`src/rtl/fifo_ram.sv`:
```
// Sample storage for the input-port buffer.
// Synchronous write, asynchronous read.
module fifo_ram #(
  parameter int W     = 16,
  parameter int DEPTH = 8,
  localparam int AW   = $clog2(DEPTH)
) (
  input  logic          clk,
  input  logic          we,
  input  logic [AW-1:0] waddr,
  input  logic [W-1:0]  wdata,
  input  logic [AW-1:0] raddr,
  output logic [W-1:0]  rdata
);

  logic [W-1:0] mem [DEPTH];

  always_ff @(posedge clk) begin
    if (we) mem[waddr] <= wdata;
  end

  assign rdata = mem[raddr];

endmodule

```
`src/rtl/proc_in_fifo.sv`:
```
// Input-port FIFO feeding the core's io_in with show-ahead reads
// and a threshold interrupt for ISR-driven draining.
module proc_in_fifo #(
  parameter int NUBITS = 16,
  parameter int NBIOIN = 2,
  parameter int PORT   = 0,
  parameter int DEPTH  = 8,
  parameter int ITRTHR = 1,
  parameter int ITREN  = 1,
  localparam int AW    = $clog2(DEPTH),
  localparam int LW    = AW + 1
) (
  input  logic              clk,
  input  logic              rst,
  input  logic              clr,
  input  logic [NUBITS-1:0] s_data,
  input  logic              s_valid,
  output logic              s_ready,
  input  logic              req_in,
  input  logic [NBIOIN-1:0] addr_in,
  output logic [NUBITS-1:0] io_in,
  output logic              itr,
  output logic [LW-1:0]     level,
  output logic              udf
);

  logic [AW-1:0]     wr_ptr;
  logic [AW-1:0]     rd_ptr;
  logic [LW-1:0]     level_nx;
  logic [NUBITS-1:0] rdata;
  logic              empty;
  logic              hit;
  logic              push;
  logic              pop;
  logic              fire;

  assign empty   = (level == '0);
  assign s_ready = (level != LW'(DEPTH));
  assign hit     = req_in & (addr_in == NBIOIN'(PORT));
  assign push    = s_valid & s_ready;
  assign pop     = hit & ~empty;

  always_comb begin
    level_nx = level;
    unique case ({push, pop})
      2'b10:   level_nx = level + 1'b1;
      2'b01:   level_nx = level - 1'b1;
      default: level_nx = level;
    endcase
  end

  // Fire only on the upward crossing so a sustained fill level stays quiet
  assign fire = (ITREN != 0)
              && (level_nx >= LW'(ITRTHR))
              && (level < LW'(ITRTHR));

  always_ff @(posedge clk or negedge rst) begin
    if (!rst) begin
      wr_ptr <= '0;
      rd_ptr <= '0;
      level  <= '0;
      udf    <= 1'b0;
      itr    <= 1'b0;
    end else if (clr) begin
      wr_ptr <= '0;
      rd_ptr <= '0;
      level  <= '0;
      udf    <= 1'b0;
      itr    <= 1'b0;
    end else begin
      if (push) wr_ptr <= wr_ptr + 1'b1;
      if (pop)  rd_ptr <= rd_ptr + 1'b1;
      level <= level_nx;
      udf   <= udf | (hit & empty);
      itr   <= fire;
    end
  end

  fifo_ram #(
    .W     (NUBITS),
    .DEPTH (DEPTH)
  ) u_ram (
    .clk   (clk),
    .we    (push & ~clr),
    .waddr (wr_ptr),
    .wdata (s_data),
    .raddr (rd_ptr),
    .rdata (rdata)
  );

  // RAM content is undefined when empty, so gate it off
  assign io_in = empty ? '0 : rdata;

endmodule

```
`config.mk`:
```
export PLATFORM = sky130hd
export DESIGN_NAME = proc_in_fifo
export DESIGN_NICKNAME = d
export VERILOG_FILES = /design/src/rtl/fifo_ram.sv /design/src/rtl/proc_in_fifo.sv
export SDC_FILE = /design/constraint.sdc
export NUM_CORES = 1
export LEC_CHECK = 0
export ABC_AREA = 1
export BUFFER_PORTS_ARGS = -buffer_cell sky130_fd_sc_hd__buf_2
export CAP_MARGIN = 20
export CELL_PAD_IN_SITES_DETAIL_PLACEMENT = 0
export CELL_PAD_IN_SITES_GLOBAL_PLACEMENT = 1
export CORE_UTILIZATION = 45
export CTS_CLUSTER_SIZE = 10
export DETAILED_ROUTE_END_ITERATION = 6
export PLACE_DENSITY_LB_ADDON = 0.1
export SYNTH_ARGS = -nofsm -noshare
export SYNTH_HDL_FRONTEND = slang
export SYNTH_SLANG_ARGS = --single-unit
```
`constraint.sdc`:
```
create_clock -name clk -period 2.6 [get_ports clk]
set_input_delay 0.39 -clock clk [delete_from_list [all_inputs] [get_ports clk]]
set_output_delay 0.39 -clock clk [all_outputs]
set_load 0.02 [all_outputs]
```
Word-level counts from Yosys, hierarchy flattened
Memory sizes are Yosys's and may differ from the RTL's.
Cells that the tools add are included.

storage, ports and cells
  output and inout port bits = 23
  memories = 1
  word-level logic and storage cells = 39
  RAM bits = 128
  input port bits = 23
  register bits = 12

memory list
  name       words  width  rd ports  clocked after memory_dff  write ports  line            source
  u_ram.mem  8      16     1         0                         1            fifo_ram.sv:16  logic [W-1:0] mem [DEPTH];

cells by class
  equality and inequality tests = 3
  $lt $le $gt $ge = 2
  multiplexer cells = 11
  add/sub/neg operators = 4
  bitwise gates (word level) = 8
  reductions and logical operators = 5

operators by type and width
  operator               count
  $mux W16               1
  $mux W3                4
  $pmux W4 S2            1
  $add A3 B1 Y3 const B  2
  $and A1 B1 Y1          5
  $add A4 B1 Y4 const B  1
  $ge A4 B1 Y1 const B   1
  $logic_not A4 Y1       1
  $lt A4 B1 Y1 const B   1
  $mux W1                4
  $mux W4                1
  $ne A4 B4 Y1 const B   1
  $reduce_bool A2 Y1     2
  $sub A4 B1 Y4 const B  1
  $eq A2 B1 Y1 const B   1
  $eq A2 B2 Y1 const B   1
  $logic_not A2 Y1       1
  $not A1 Y1             2
  $logic_and A1 B1 Y1    1
  $or A1 B1 Y1           1

Logic depth before layout (Yosys ltp)
  word-level depth = 8
  depth in mapped cells = 12
  depth with buffers taken out = 12

Cells and area by module
Synthesis repeated with hierarchy kept, for this count alone.

unflattened totals
  cells, all modules = 699
  area, all modules = 6528.8 µm²

modules (own cells, without submodules)
  module        seq. area each (µm²)  area an instance (µm²)  instances  cells an instance
  fifo_ram      3843.7                5669.2                  1          571
  proc_in_fifo  300.3                 859.6                   1          128

Worst setup path before layout
No wires, ideal clock.

  path kind = register to register
  from = reg level[0]
  to = mem u_ram.mem[0][0] (enable)
  arrival = 2143 ps
  stages on the path, launching flop included = 8
  path slack = 69 ps
  library setup time = 388 ps
  clock period less this slack = 2531 ps
  path buffers = 0
  data required time = 2212 ps
  cells stage by stage = dfrtp_1 -> inv_1 -> ha_1 -> nand3_2 -> nand2_4 -> nor2_1 -> nand2_1 -> nor2_1

on the way
  cells in the longest elaborated chain, start to end = 5

ends and longest elaborated chain
  what                           line                source
  start, declared                proc_in_fifo.sv:23  output logic [LW-1:0] level,
  start signal, assigned         proc_in_fifo.sv:73  level <= level_nx;
  $ne A4 B4 Y1                   proc_in_fifo.sv:38  assign s_ready = (level != LW'(DEPTH));
  named net s_ready              proc_in_fifo.sv:18  output logic s_ready,
  $and A1 B1 Y1                  proc_in_fifo.sv:40  assign push = s_valid & s_ready;
  $and A1 B1 Y1                  proc_in_fifo.sv:84  .we (push & ~clr),
  $mux W1                        fifo_ram.sv:19      if (we) mem[waddr] <= wdata;
  $mux W1 (implied by the code)  fifo_ram.sv:19
  end, declared                  fifo_ram.sv:16

The timed path passes the listed nets, and every way through them passes these cells.

Final worst setup path
  from = reg level[0]
  to = out io_in[13]

on the way
  cells in the longest elaborated chain, start to end = 2

ends and longest elaborated chain
  what              line                source
  $logic_not A4 Y1  proc_in_fifo.sv:37  assign empty = (level == '0);
  $mux W16          proc_in_fifo.sv:92  assign io_in = empty ? '0 : rdata;
  end, declared     proc_in_fifo.sv:21  output logic [NUBITS-1:0] io_in,

No other way between the ends.

==> results.md <==
- Status: finished clean
- P per Cell Area: 757 nW/um^2
- Worst R2R Path Depth: 8
- Post-Syn Nets: about 500
- Total of max-cap violations: 0
- Seq/Total Area, Yosys: between 70% and 80%
- RSZ-0062 raised after global routing: false
- # fillers: roughly 1100
- Cell Area, Synth: 5780 sq um
- Main area contributors after synthesis: edfxtp_1 (67%), nor2_1 (9.9%), dfrtp_1 (5.2%)
- Post-synth EDFFs: 128
- Async SR Flop Fraction: 8.57%
- Final Net Count: 564
- Ports: 46
- Clock transition at path regs: about 0.060 ns
- Register bit total from synthesis: 140
- Total wire length: 12300 um
- Clock Power Share: 42.3%
- Via density: around 5.2
- GPL Wtd Cong: 0.746
- Hold endpoint: rd_ptr[1]
- Port bufs: 45
- P&R area growth vs syn: 19.2%
- Net Sw Power: 1.23 mW
- # DRC: 0
- Startpoint Class: flop
- CTS Buffer Depth: 2
- Critical Path Start: level[0]
- Max Slew Vio Count: 0
- Post-layout util: 54.8%
- Critical path capture point type: output pin
- FP Rows: 41
- Worst r2r src: level[0]
- Combinational Power Share: 9.2%
- Post-route clock period utilization: 93.2%
- Top-count cell post-synth: nor2_1
- Hold Crit Depth: 2
- # setup viols final: 0
- Critical Path AT: 2.03 ns
- Gr usage total: approximately a fifth
- Number of distinct library cells after synthesis: 26
- Worst Path Required: 2.21 ns
- Mean area per synthesized cell: 12.1 sq um
- Yosys top cell by area: edfxtp_1
- Initial antenna violation count: 0
- Synth top area share: between 60% and 70%
- Switching Share: 23.6%
- Worst VDD drop: between 0.0005 and 0.0006 V
- H-tree depth: 4
- Sink Count: 140
- Vias in the first global route: 3617
- Initial cell density of the core: between 40% and 50%
- Hold Path Class: in -> reg
- TritonCTS Buffers: 17
- Die Footprint: 13300 sq um
- First-pass GRT wire length: 19100 um
- ANT nets after route: 0
- Clock Skews: 0.00465 ns
- Via count: 3772
- Grt ovf: 0
- Antenna diode count: 0
- Post-layout min period: 2.42 ns
- Yosys warns: 0
- Root Buffer: clkbuf_16
- Crit path kind: reg -> out
- Critical path fanouts, max: 11
- Rel. slew slack: 79.1%
- Final hold vios: 0
- Die Y: 115 um
- Synth cell count leaders: nor2_1 (152), edfxtp_1 (128), o21ai_0 (50)
- First DRT Iteration DRCs: around 240
- Die width: ~120 um
- Later-pin clock latency in the skew report: 0.41 ns
- Reg power frac: between 40% and 50%
- Core Box Area: 12600 sq um
- TNS Setup: 0 ns
- Drt pass-1 iters: 4
- Drt wl/cell: 17.1 um
- Layout cell share with drive strength beyond 1: 20.2%
- Cell-internal power: 3.98 mW
- Synth Instances: 476
- Tightest Pin Transition: 0.313 ns
- CTS tree: yes
- Reg-to-reg endpoint: u_ram.mem[7][13]
- Pin count of the biggest net entering global routing: 67
- Fmax: 0.413 GHz
- R2r setup slk: 0.41 ns
- Dominant synthesized flop cell: edfxtp_1
- Hold wc startpoint: clr
- Dpl hpwl: slightly above 7000 um
- Leakage: ~2.5 nW
==> metal layers <==
layer	global-route usage [%]	wire [um]
met1	24.2	5500
met2	33.6	5990
met3	5.80	617
met4	9.00	235
met5	0	0
==> worst max-delay path, stage by stage (launching register included) <==
cell	delay, ns
dfrtp_1	0.43
inv_1	0.12
ha_1	0.29
nand3_4	0.22
buf_12	0.17
o21ai_0	0.08
nor2_1	0.12
buf_2	0.18
==> metrics by stage <==
stage	cell area, sq um	std cells	setup WS, ns	hold WS (ns)	power [mW]
finish	6880	722	0.177	0.241	5.21
global route	6880	722	0.00732	0.243	5.41
CTS	6860	721	0.0197	0.222	5.26
detailed placement	6290	688	0.409	0.286	3.05
global placement	6290	688	0.432	0.287	3.04
floorplan	5780	476	0.0689	0.0944	2.86
==> power groups by stage <==
stage	registers [mW]	logic (mW)	clock network, mW
after global placement	2.57	0.468	0
after floorplan	2.58	0.287	0
after global routing	2.53	0.535	2.34
final	2.53	0.478	2.21
after detailed placement	2.57	0.471	0
after CTS	2.53	0.474	2.25
==> final cells by class <==
cell class                 count  area, sq um  share of cell area [%]
sequential                   140         4150                    60.3
multi-input combinational    297         1470                    21.3
timing repair buffer          68          449                    6.52
clock buffer                  18          429                    6.23
tap                          172          215                    3.13
clock inverter                14          123                    1.78
inverter                      13         53.8                   0.782
==> registers in the layout, summed over array words and instances, names as in the netlist <==
name and count:
rd_ptr 3, u_ram.mem 128, level 4, udf 1, itr 1, wr_ptr 3
==> layout by cell type, fill, tap and decap left out, types with 2 or more instances in the layout <==
cell type / synthesis / final
nand2_4: 3 / 3
buf_4: 3 / 17
nor2_1: 152 / 152
nand2_1: 32 / 32
clkbuf_16: 0 / 17
inv_6: 0 / 2
clkinvlp_4: 0 / 3
nand3_1: 6 / 6
nand3_2: 3 / 2
dfrtp_1: 12 / 10
a21oi_1: 4 / 4
o21ai_1: 3 / 3
xnor2_1: 2 / 2
clkinv_4: 1 / 5
edfxtp_1: 128 / 128
nor2_2: 2 / 2
clkinv_2: 0 / 2
buf_2: 4 / 45
o21ai_0: 50 / 50
inv_1: 9 / 9
o32ai_1: 32 / 32
inv_2: 3 / 3
ha_1: 4 / 4
buf_12: 0 / 3
clkinv_1: 0 / 2
==> how the worst max path moves through the flow <==
| stage | endpoint | slack (ns) | cells past startpoint |
|---|---|---|---|
| after floorplan | u_ram.mem[0][0] | 0.07 | 7 |
| after global placement | u_ram.mem[7][10] | 0.43 | 8 |
| after detailed placement | u_ram.mem[1][13] | 0.41 | 8 |
| after CTS | io_in[5] | 0.02 | 6 |
| after global routing | io_in[13] | 0.007 | 7 |
| final | io_in[13] | 0.18 | 7 |
==> timing repair <==
action / 4_1_cts / 5_1_grt
endpoints found under the setup margin: 0 / 12
hold buffers: 1 / 0
resized for setup: 0 / 5
buffers inserted: 0 / 1
endpoints found under the hold margin: 12 / 0
==> kinds of logic after synthesis <==
group / after synthesis / synth area share [%]
AO/OA/AOI/OAI: 90 / 9.92
XOR/XNOR: 2 / 0.303
adder cells (fa/ha/maj): 4 / 0.866
buffers and inverters: 39 / 3.03
flip-flops: 140 / 71.7
AND/OR/NAND/NOR: 201 / 14.1
Power figures use the tool's default switching activity.
